`config.mk`:
```
export PLATFORM = sky130hd
export DESIGN_NAME = power
export DESIGN_NICKNAME = d
export VERILOG_FILES = /design/src/rtl/power.sv
export SDC_FILE = /design/constraint.sdc
export NUM_CORES = 2
export LEC_CHECK = 0
export ABC_CLOCK_PERIOD_IN_PS = 13450
export CAP_MARGIN = 20
export CELL_PAD_IN_SITES_DETAIL_PLACEMENT = 2
export CELL_PAD_IN_SITES_GLOBAL_PLACEMENT = 2
export CORE_ASPECT_RATIO = 0.5
export CORE_MARGIN = 5
export CORE_UTILIZATION = 44
export DETAILED_ROUTE_END_ITERATION = 8
export GPL_TIMING_DRIVEN = 0
export HOLD_SLACK_MARGIN = 0.03
export PLACE_DENSITY = 0.95
export SLEW_MARGIN = 20
export SYNTH_ARGS = -nofsm -noshare
export SYNTH_HDL_FRONTEND = slang
export SYNTH_SLANG_ARGS = --single-unit
```
`constraint.sdc`:
```
create_clock -name clk -period 13.45 [get_ports clk]
set_input_delay 1.345 -clock clk [delete_from_list [all_inputs] [get_ports clk]]
set_output_delay 1.345 -clock clk [all_outputs]
set_load 0.01 [all_outputs]
```
`src/rtl/power.sv`:
```
// Purpose : iterative Q10.10 -> Q30.10 integer power x^n (n = 0..7), one shared multiplier.
// Latency : max(n,1)+1 cycles from the in_valid cycle to the out_valid cycle.
// Backpr. : none; in_valid outside IDLE is dropped, out_valid is a one-cycle strobe.
//
// Ports:
//   clk        clock, rising edge
//   rst        synchronous active-high reset
//   in_valid   request strobe, only honoured in IDLE
//   in_data_1  base x, unsigned Q10.10 (20 bits)
//   in_data_2  exponent n, unsigned 0..7
//   out_valid  one-cycle result strobe
//   out_data   x^n, unsigned Q30.10 (40 bits), held until next result or reset
//   out_sat    result clamped to all-ones, held with out_data
module power (
    input  logic        clk,
    input  logic        rst,
    input  logic        in_valid,
    input  logic [19:0] in_data_1,
    input  logic [2:0]  in_data_2,
    output logic        out_valid,
    output logic [39:0] out_data,
    output logic        out_sat
);

    // Fractional bit count of both operand and result; fixed by the number format.
    localparam int FRAC = 10;

    localparam logic [39:0] ONE_Q10 = 40'h00_0000_0400;
    localparam logic [39:0] SAT_VAL = 40'hFF_FFFF_FFFF;

    typedef enum logic [1:0] {
        IDLE = 2'd0,
        MULT = 2'd1,
        DUMP = 2'd2
    } state_t;

    state_t      state, state_nxt;

    logic [19:0] base, base_nxt;
    logic [39:0] acc,  acc_nxt;
    logic [2:0]  cnt,  cnt_nxt;
    logic        sat,  sat_nxt;

    logic        out_valid_nxt;
    logic [39:0] out_data_nxt;
    logic        out_sat_nxt;

    // Single shared multiplier. The full product is Q40.20 (60 bits); dropping
    // FRAC low bits by truncation gives a Q40.10 value whose top 10 bits must
    // be zero for the result to fit the Q30.10 accumulator.
    logic [49:0] q;
    logic        ovf;

    assign q   = 50'((60'(acc) * 60'(base)) >> FRAC);
    assign ovf = |q[49:40];

    // State register
    always_ff @(posedge clk) begin
        if (rst) begin
            state <= IDLE;
        end else begin
            state <= state_nxt;
        end
    end

    // Next-state and datapath next values
    always_comb begin
        state_nxt     = state;
        base_nxt      = base;
        acc_nxt       = acc;
        cnt_nxt       = cnt;
        sat_nxt       = sat;
        out_valid_nxt = out_valid;
        out_data_nxt  = out_data;
        out_sat_nxt   = out_sat;

        unique case (state)
            IDLE: begin
                if (in_valid) begin
                    base_nxt = in_data_1;
                    sat_nxt  = 1'b0;
                    // x^1 is the base itself, so the accumulator is preloaded
                    // with x and only n-1 multiplies remain; x^0 is exactly 1.0.
                    if (in_data_2 != 3'd0) begin
                        acc_nxt = {20'd0, in_data_1};
                        cnt_nxt = in_data_2 - 3'd1;
                    end else begin
                        acc_nxt = ONE_Q10;
                        cnt_nxt = 3'd0;
                    end
                    state_nxt = MULT;
                end
            end

            MULT: begin
                if (cnt != 3'd0) begin
                    // Saturation is sticky: once clamped, further multiplies
                    // would only produce garbage from the all-ones pattern.
                    if (sat || ovf) begin
                        acc_nxt = SAT_VAL;
                        sat_nxt = 1'b1;
                    end else begin
                        acc_nxt = q[39:0];
                    end
                    cnt_nxt = cnt - 3'd1;
                end else begin
                    out_data_nxt  = acc;
                    out_sat_nxt   = sat;
                    out_valid_nxt = 1'b1;
                    state_nxt     = DUMP;
                end
            end

            DUMP: begin
                out_valid_nxt = 1'b0;
                state_nxt     = IDLE;
            end

            default: begin
                state_nxt = IDLE;
            end
        endcase
    end

    // Datapath and output registers
    always_ff @(posedge clk) begin
        if (rst) begin
            base      <= '0;
            acc       <= '0;
            cnt       <= '0;
            sat       <= 1'b0;
            out_valid <= 1'b0;
            out_data  <= '0;
            out_sat   <= 1'b0;
        end else begin
            base      <= base_nxt;
            acc       <= acc_nxt;
            cnt       <= cnt_nxt;
            sat       <= sat_nxt;
            out_valid <= out_valid_nxt;
            out_data  <= out_data_nxt;
            out_sat   <= out_sat_nxt;
        end
    end

endmodule
```
======== Word level (Yosys, flattened, before mapping) ========
Index checks and enable logic that the tools add are counted.
word-level totals
  logic and storage cells ................. 49
  input bits .............................. 26
  register bits ........................... 108
operators by class
  add/subtract/negate cells ............... 2
  bitwise gates (word level) .............. 1
  muxes and demuxes ....................... 18
  equal/unequal tests ..................... 6
  $mul .................................... 1
  reduce and logical (&&, ||, !) cells .... 13
operators with widths
  kind                   count
  $mux W40               3
  $pmux W40 S2           1
  $mul A40 B20 Y60       1
  $mux W20               1
  $reduce_or A10 Y1      1
  $mux W3                3
  $ne A2 B2 Y1 const B   4
  $reduce_and A2 Y1      4
  $pmux W3 S2            1
  $reduce_bool A3 Y1     2
  $sub A3 B1 Y3 const B  2
  $mux W1                4
  $mux W2                2
  $pmux W1 S2            2
  $pmux W2 S2            1
  $reduce_and A4 Y1      1
  $reduce_bool A2 Y1     2
  $reduce_and A3 Y1      1
  $eq A2 B1 Y1 const B   1
  $eq A2 B2 Y1 const B   1
  $logic_not A2 Y1       1
  $logic_or A1 B1 Y1     1
  $not A1 Y1             1

======== Logic depth before layout (Yosys ltp) ========
  depth after elaboration ................. 6
  mapped depth ............................ 30
  gate-level depth less buffers ........... 26

======== Least setup slack after synthesis ========
OpenSTA, ideal clock, no wires.
  path kind ............................... register -> register
  start point ............................. reg base[5]
  end point ............................... reg acc[28]
  period minus slack after synthesis ...... 7.157 ns
  stages on the path, launching flop included .. 29
  path slack .............................. 6.293 ns
  setup time .............................. 0.059 ns
  arrival time ............................ 7.098 ns
  required time ........................... 13.391 ns
  path through ............................ dfxtp_1 > clkbuf_1 > nand2_1 > fa_1 > inv_1 > fa_1 > inv_1 > fa_1 > inv_1 > fa_1 > fa_1 > fa_1 > inv_1 > fa_1 > inv_1 > ha_1 > clkbuf_2 > and4_4 > nand2_4 > or4_1 > o21a_1 > a31oi_1 > nor4_1 > a211o_1 > and4b_4 > buf_6 > a21oi_4 > buf_6 > a221o_1
between the ends
  cells in the longest elaborated chain, start to end .. 6
ends and longest elaborated chain
  item                    RTL line  RTL
  start, declared         39        logic [19:0] base, base_nxt;
  start signal, assigned  136       base <= base_nxt;
  $mul A40 B20 Y60 (*)    54        assign q = 50'((60'(acc) * 60'(base)) >> FRAC);
  $reduce_or A10 Y1       55        assign ovf = |q[49:40];
  $logic_or A1 B1 Y1      99        if (sat || ovf) begin
  $mux W40 (*)            99
  $mux W40 (*)            96        if (cnt != 3'd0) begin
  $pmux W40 S2 (*)        77        unique case (state)
  end signal, assigned    137       acc <= acc_nxt;
  end, declared           40        logic [39:0] acc, acc_nxt;
Mark *: on every way between the ends. The rest lies on a longest branch, timed or not. The select of a mux whose other input is x is not followed.
A chain may end at the register's enable or synchronous reset.

======== Worst setup path after layout ========
  start point ............................. reg acc[10]
  end point ............................... reg acc[18]
between the ends
  cells in the longest elaborated chain, start to end .. 6
ends and longest elaborated chain
  item                  RTL line
  $mul A40 B20 Y60 (*)  54
  $reduce_or A10 Y1     55
  $logic_or A1 B1 Y1    99
  $mux W40 (*)          99
  $mux W40 (*)          96
  $pmux W40 S2 (*)      77
Marked as above.

==> flow_summary_export.csv <==
group,metric,value,unit
yosys,synth_seq_area_share,7.20,%
yosys,synth-async-reset-ratio,0,%
floorplan,initial_core_util,44.7,%
setup_path,critPathRequiredTime,13.61,ns
place,dp_worst_setup_slack,2.96,ns
yosys,synth_edf_count,0,
clock_tree,root_buffer,"clkbuf_16",
floorplan,die_h,195,um
setup_path,crit_path_cell_trace,"clkbuf_1 -> nand2_1 -> fa_1 -> fa_1 -> fa_1 -> inv_1 -> fa_1 -> fa_1 -> fa_1 -> inv_1 -> fa_1 -> inv_1 -> ha_1 -> nand4_1 -> nor3_1 -> nand4_1 -> nand3_1 -> o311ai_0 -> a32oi_1 -> nand4b_2 -> o21ai_0 -> o311ai_0",
cells_and_area,final_nets,4488,
clock_tree,cts_hold_buf,0,
sta,slew_viol_final,0,
clock_tree,numCtsBuffers,9,
clock_tree,clk_latency,0.39,ns
clock_tree,htree_levels,3,
job,cap_viol_max_count,0,
floorplan,die_area,73900,sq um
yosys,ys_types,83,
yosys,synth_largest_area_cell,"fa_1",
cells_and_area,area_growth,7.16,%
floorplan,core,67200,sq um
place,place_hpwl,134000,um
min_path,hp-class,"reg2reg",
yosys,avgSynthCellArea,8.50,sq um
detailed_routing,vias,30517,
global_routing,track_usage,48.9,%
clock_tree,cts_setup_buffers,0,
yosys,syn_inst,3532,
setup_path,cpPeakStageDelay,1.01,ns
yosys,synth_warnings,0,
clock_tree,clockBufferDepth,2,
min_path,hold_end,"out_data[5]",
setup_path,cp_top_family,"adder cells",
detailed_routing,wirelength,181000,um
power,p_leak,15.0,nW
setup_path,cp.depth,22,
sta,setup_violations,0,
detailed_routing,viasPerCell,6.75,
sta,fmax,0.0844,GHz
detailed_routing,ant_nets,0,
detailed_routing,drtIter0Drc,3986,
power,total_power,0.00194,W
setup_path,endpoint_kind,"flip-flop",
power,power.density,60.2,nW/um^2
floorplan,die_w,379,um
setup_path,reg2reg_to,"acc[18]",
power,ir_drop,52.1,uV
setup_path,path_common_cell,"fa_1",
setup_path,startpoint_type,"flip-flop",
sta,period_needed,11.85,ns
yosys,syn-num-nets,4409,
setup_path,cp_max_fo,10,
sta,relSlewSlack,11.4,%
yosys,synth_flop_cell,"dfxtp_1",
clock_tree,cts.sinks,108,
detailed_routing,wl_per_cell,40.0,um
clock_tree,cts.clk_slew.worst_paths,0.09,ns
floorplan,std_cell_rows,67,
global_routing,grt_max_degree,19,
global_routing,grt_overflow,0,
global_routing,grt_pass1_wl,257000,um
floorplan,io_pins,68,
global_routing,grt_pass1_vias,35648,
place,io_buffers,67,
sta,finClkSkew,0.0151,ns
setup_path,r2r_cells,22,
setup_path,startpoint,"acc[10]",
yosys,synth.area.top_cells,"fa_1 45%, inv_1 9.3%, nand2_1 8.9%",
yosys,synth_area,30000,sq um
setup_path,r2r_setup_slack,1.60,ns
detailed_routing,drtPass1Iterations,8,
global_routing,antenna_found_initial,21,
clock_tree,cts_resized,0,
detailed_routing,drcViolationCount,0,
cells_and_area,layout-drive-gt1-share,2.38,%
sta,layout_setup_ws,1.60,ns
sta,setup_tns,0,ns
setup_path,crit_type,"reg2reg",
setup_path,crit_path_top_delay_cell,"o21ai_0",
sta,rsz0062_at_grt,"no",
sta,hold_viol_final,0,
yosys,yosysTopAreaCellShare,45.3,%
min_path,whs_path_depth,2,
sta,worst_slew_pin_slew,1.31,ns
setup_path,arrival,12.01,ns
status,status,"finished, final reports clean",
yosys,ys_seq_elements,108,
clock_tree,cts_tree,"yes",
setup_path,worstPathBufferInverterCount,4,
setup_path,r2r-start,"acc[10]",
place,gp_congestion,0.980,
sta,period_share,88.1,%
min_path,hold_start,"out_data[5]",
==> kinds of logic (layout without fill, tap and decap cells) <==
family          count (synthesis)  count (layout)  share of synthesized area [%]
simple gates                 1195            1195                           18.7
buf+inv                       970            1054                           12.5
other cells                     0              11                              0
compound gates                362             362                           7.81
fa+ha+maj                     851             851                           52.4
mux                             3               3                          0.104
flops                         108             108                           7.20
xor+xnor                       43              43                           1.25
==> where the power goes <==
part | total, W | switching (W) | internal, W
combinational | 0.00126 | 0.000916 | 0.000341
sequential | 0.000389 | 0.0000472 | 0.000342
clock | 0.000292 | 0.000159 | 0.000133
total | 0.00194 | 0.00112 | 0.000816
==> metal layers <==
layer / track usage [%] / part of all wire, % / up-vias
li1: - / - / 10717
met1: 52.3 / 32 / 15380
met2: 72.9 / 43 / 2958
met3: 22.5 / 14 / 1440
met4: 42.8 / 11 / 22
met5: 0.390 / 0.12 / -
==> metrics by stage <==
stage / util, % / instance area [sq um] / std cells / hold WS (ns)
after floorplan: - / 30000 / 3532 / 0.446
after global placement: 47.3 / 31800 / 4496 / 0.446
after detailed placement: 47.3 / 31800 / 4496 / 0.458
after CTS: 47.8 / 32100 / 4512 / 0.482
after global routing: 47.8 / 32100 / 4514 / 0.495
final: 47.8 / 32200 / 4524 / 0.486
==> registers in the layout, summed over array words and instances, names as in the netlist <==
| name | flops |
|---|---|
| acc | 40 |
| out_data | 40 |
| base | 20 |
| cnt | 3 |
| state | 2 |
| out_sat | 1 |
| out_valid | 1 |
| sat | 1 |
==> placed cells by master, fill, tap and decap left out, types with 10 or more instances in the layout <==
cell type,instances
nand3_1,10
nor2_1,55
clkbuf_2,13
diode_2,11
nor4_1,11
nand4_1,29
a221o_1,16
buf_4,11
dfxtp_1,108
o21ai_0,52
a21o_1,13
and4_1,10
clkdlybuf4s50_1,67
a31oi_1,15
fa_1,679
xor2_1,17
clkbuf_1,185
a211oi_1,12
nand2_1,710
and2_1,309
nor3_1,20
a21oi_1,154
ha_1,172
o21a_1,12
inv_1,746
xnor2_1,26
==> worst max path at each step <==
stage | end | slack [ns]
floorplan | acc[28] | 6.29
global placement | acc[18] | 3.66
detailed placement | acc[18] | 2.96
CTS | acc[18] | 2.77
global route | acc[18] | 1.81
finish | acc[18] | 1.60
==> synthesized netlist by cell type (9+ instances only) <==
cell type and count:
inv_1 746, nand2_1 710, fa_1 679, and2_1 309, clkbuf_1 195, ha_1 172
a21oi_1 154, dfxtp_1 108, nor2_1 55, o21ai_0 53, nand4_1 29, xnor2_1 26
nor3_1 21, xor2_1 17, a221o_1 16, a31oi_1 16, a21o_1 13, a211oi_1 12
o21a_1 12, nor4_1 11, and4_1 10, buf_4 10, nand3_1 10, a221o_2 9
o31ai_1 9
==> area by class of cell <==
type | count | area (sq um)
Antenna cell | 11 | 27.5
Buffer | 224 | 966
Clock buffer | 10 | 239
Clock inverter | 6 | 50.0
Fill cell | 7437 | 35100
Inverter | 746 | 2800
Multi-Input combinational cell | 2454 | 24100
Sequential cell | 108 | 2160
Tap cell | 897 | 1120
Timing Repair Buffer | 68 | 678
==> worst reg2reg max path, stage by stage, from the launching register on <==
cell and delay, ns:
dfxtp_1 0.57, clkbuf_1 0.91, nand2_1 0.31, fa_1 0.57
fa_1 0.54, fa_1 0.58, inv_1 0.09, fa_1 0.57
fa_1 0.48, fa_1 0.54, inv_1 0.08, fa_1 0.52
inv_1 0.07, ha_1 0.49, nand4_1 0.21, nor3_1 0.44
nand4_1 0.87, nand3_1 0.90, o311ai_0 0.22, a32oi_1 0.56
nand4b_2 0.66, o21ai_0 1.02, o311ai_0 0.44
Power figures use the tool's default switching activity.
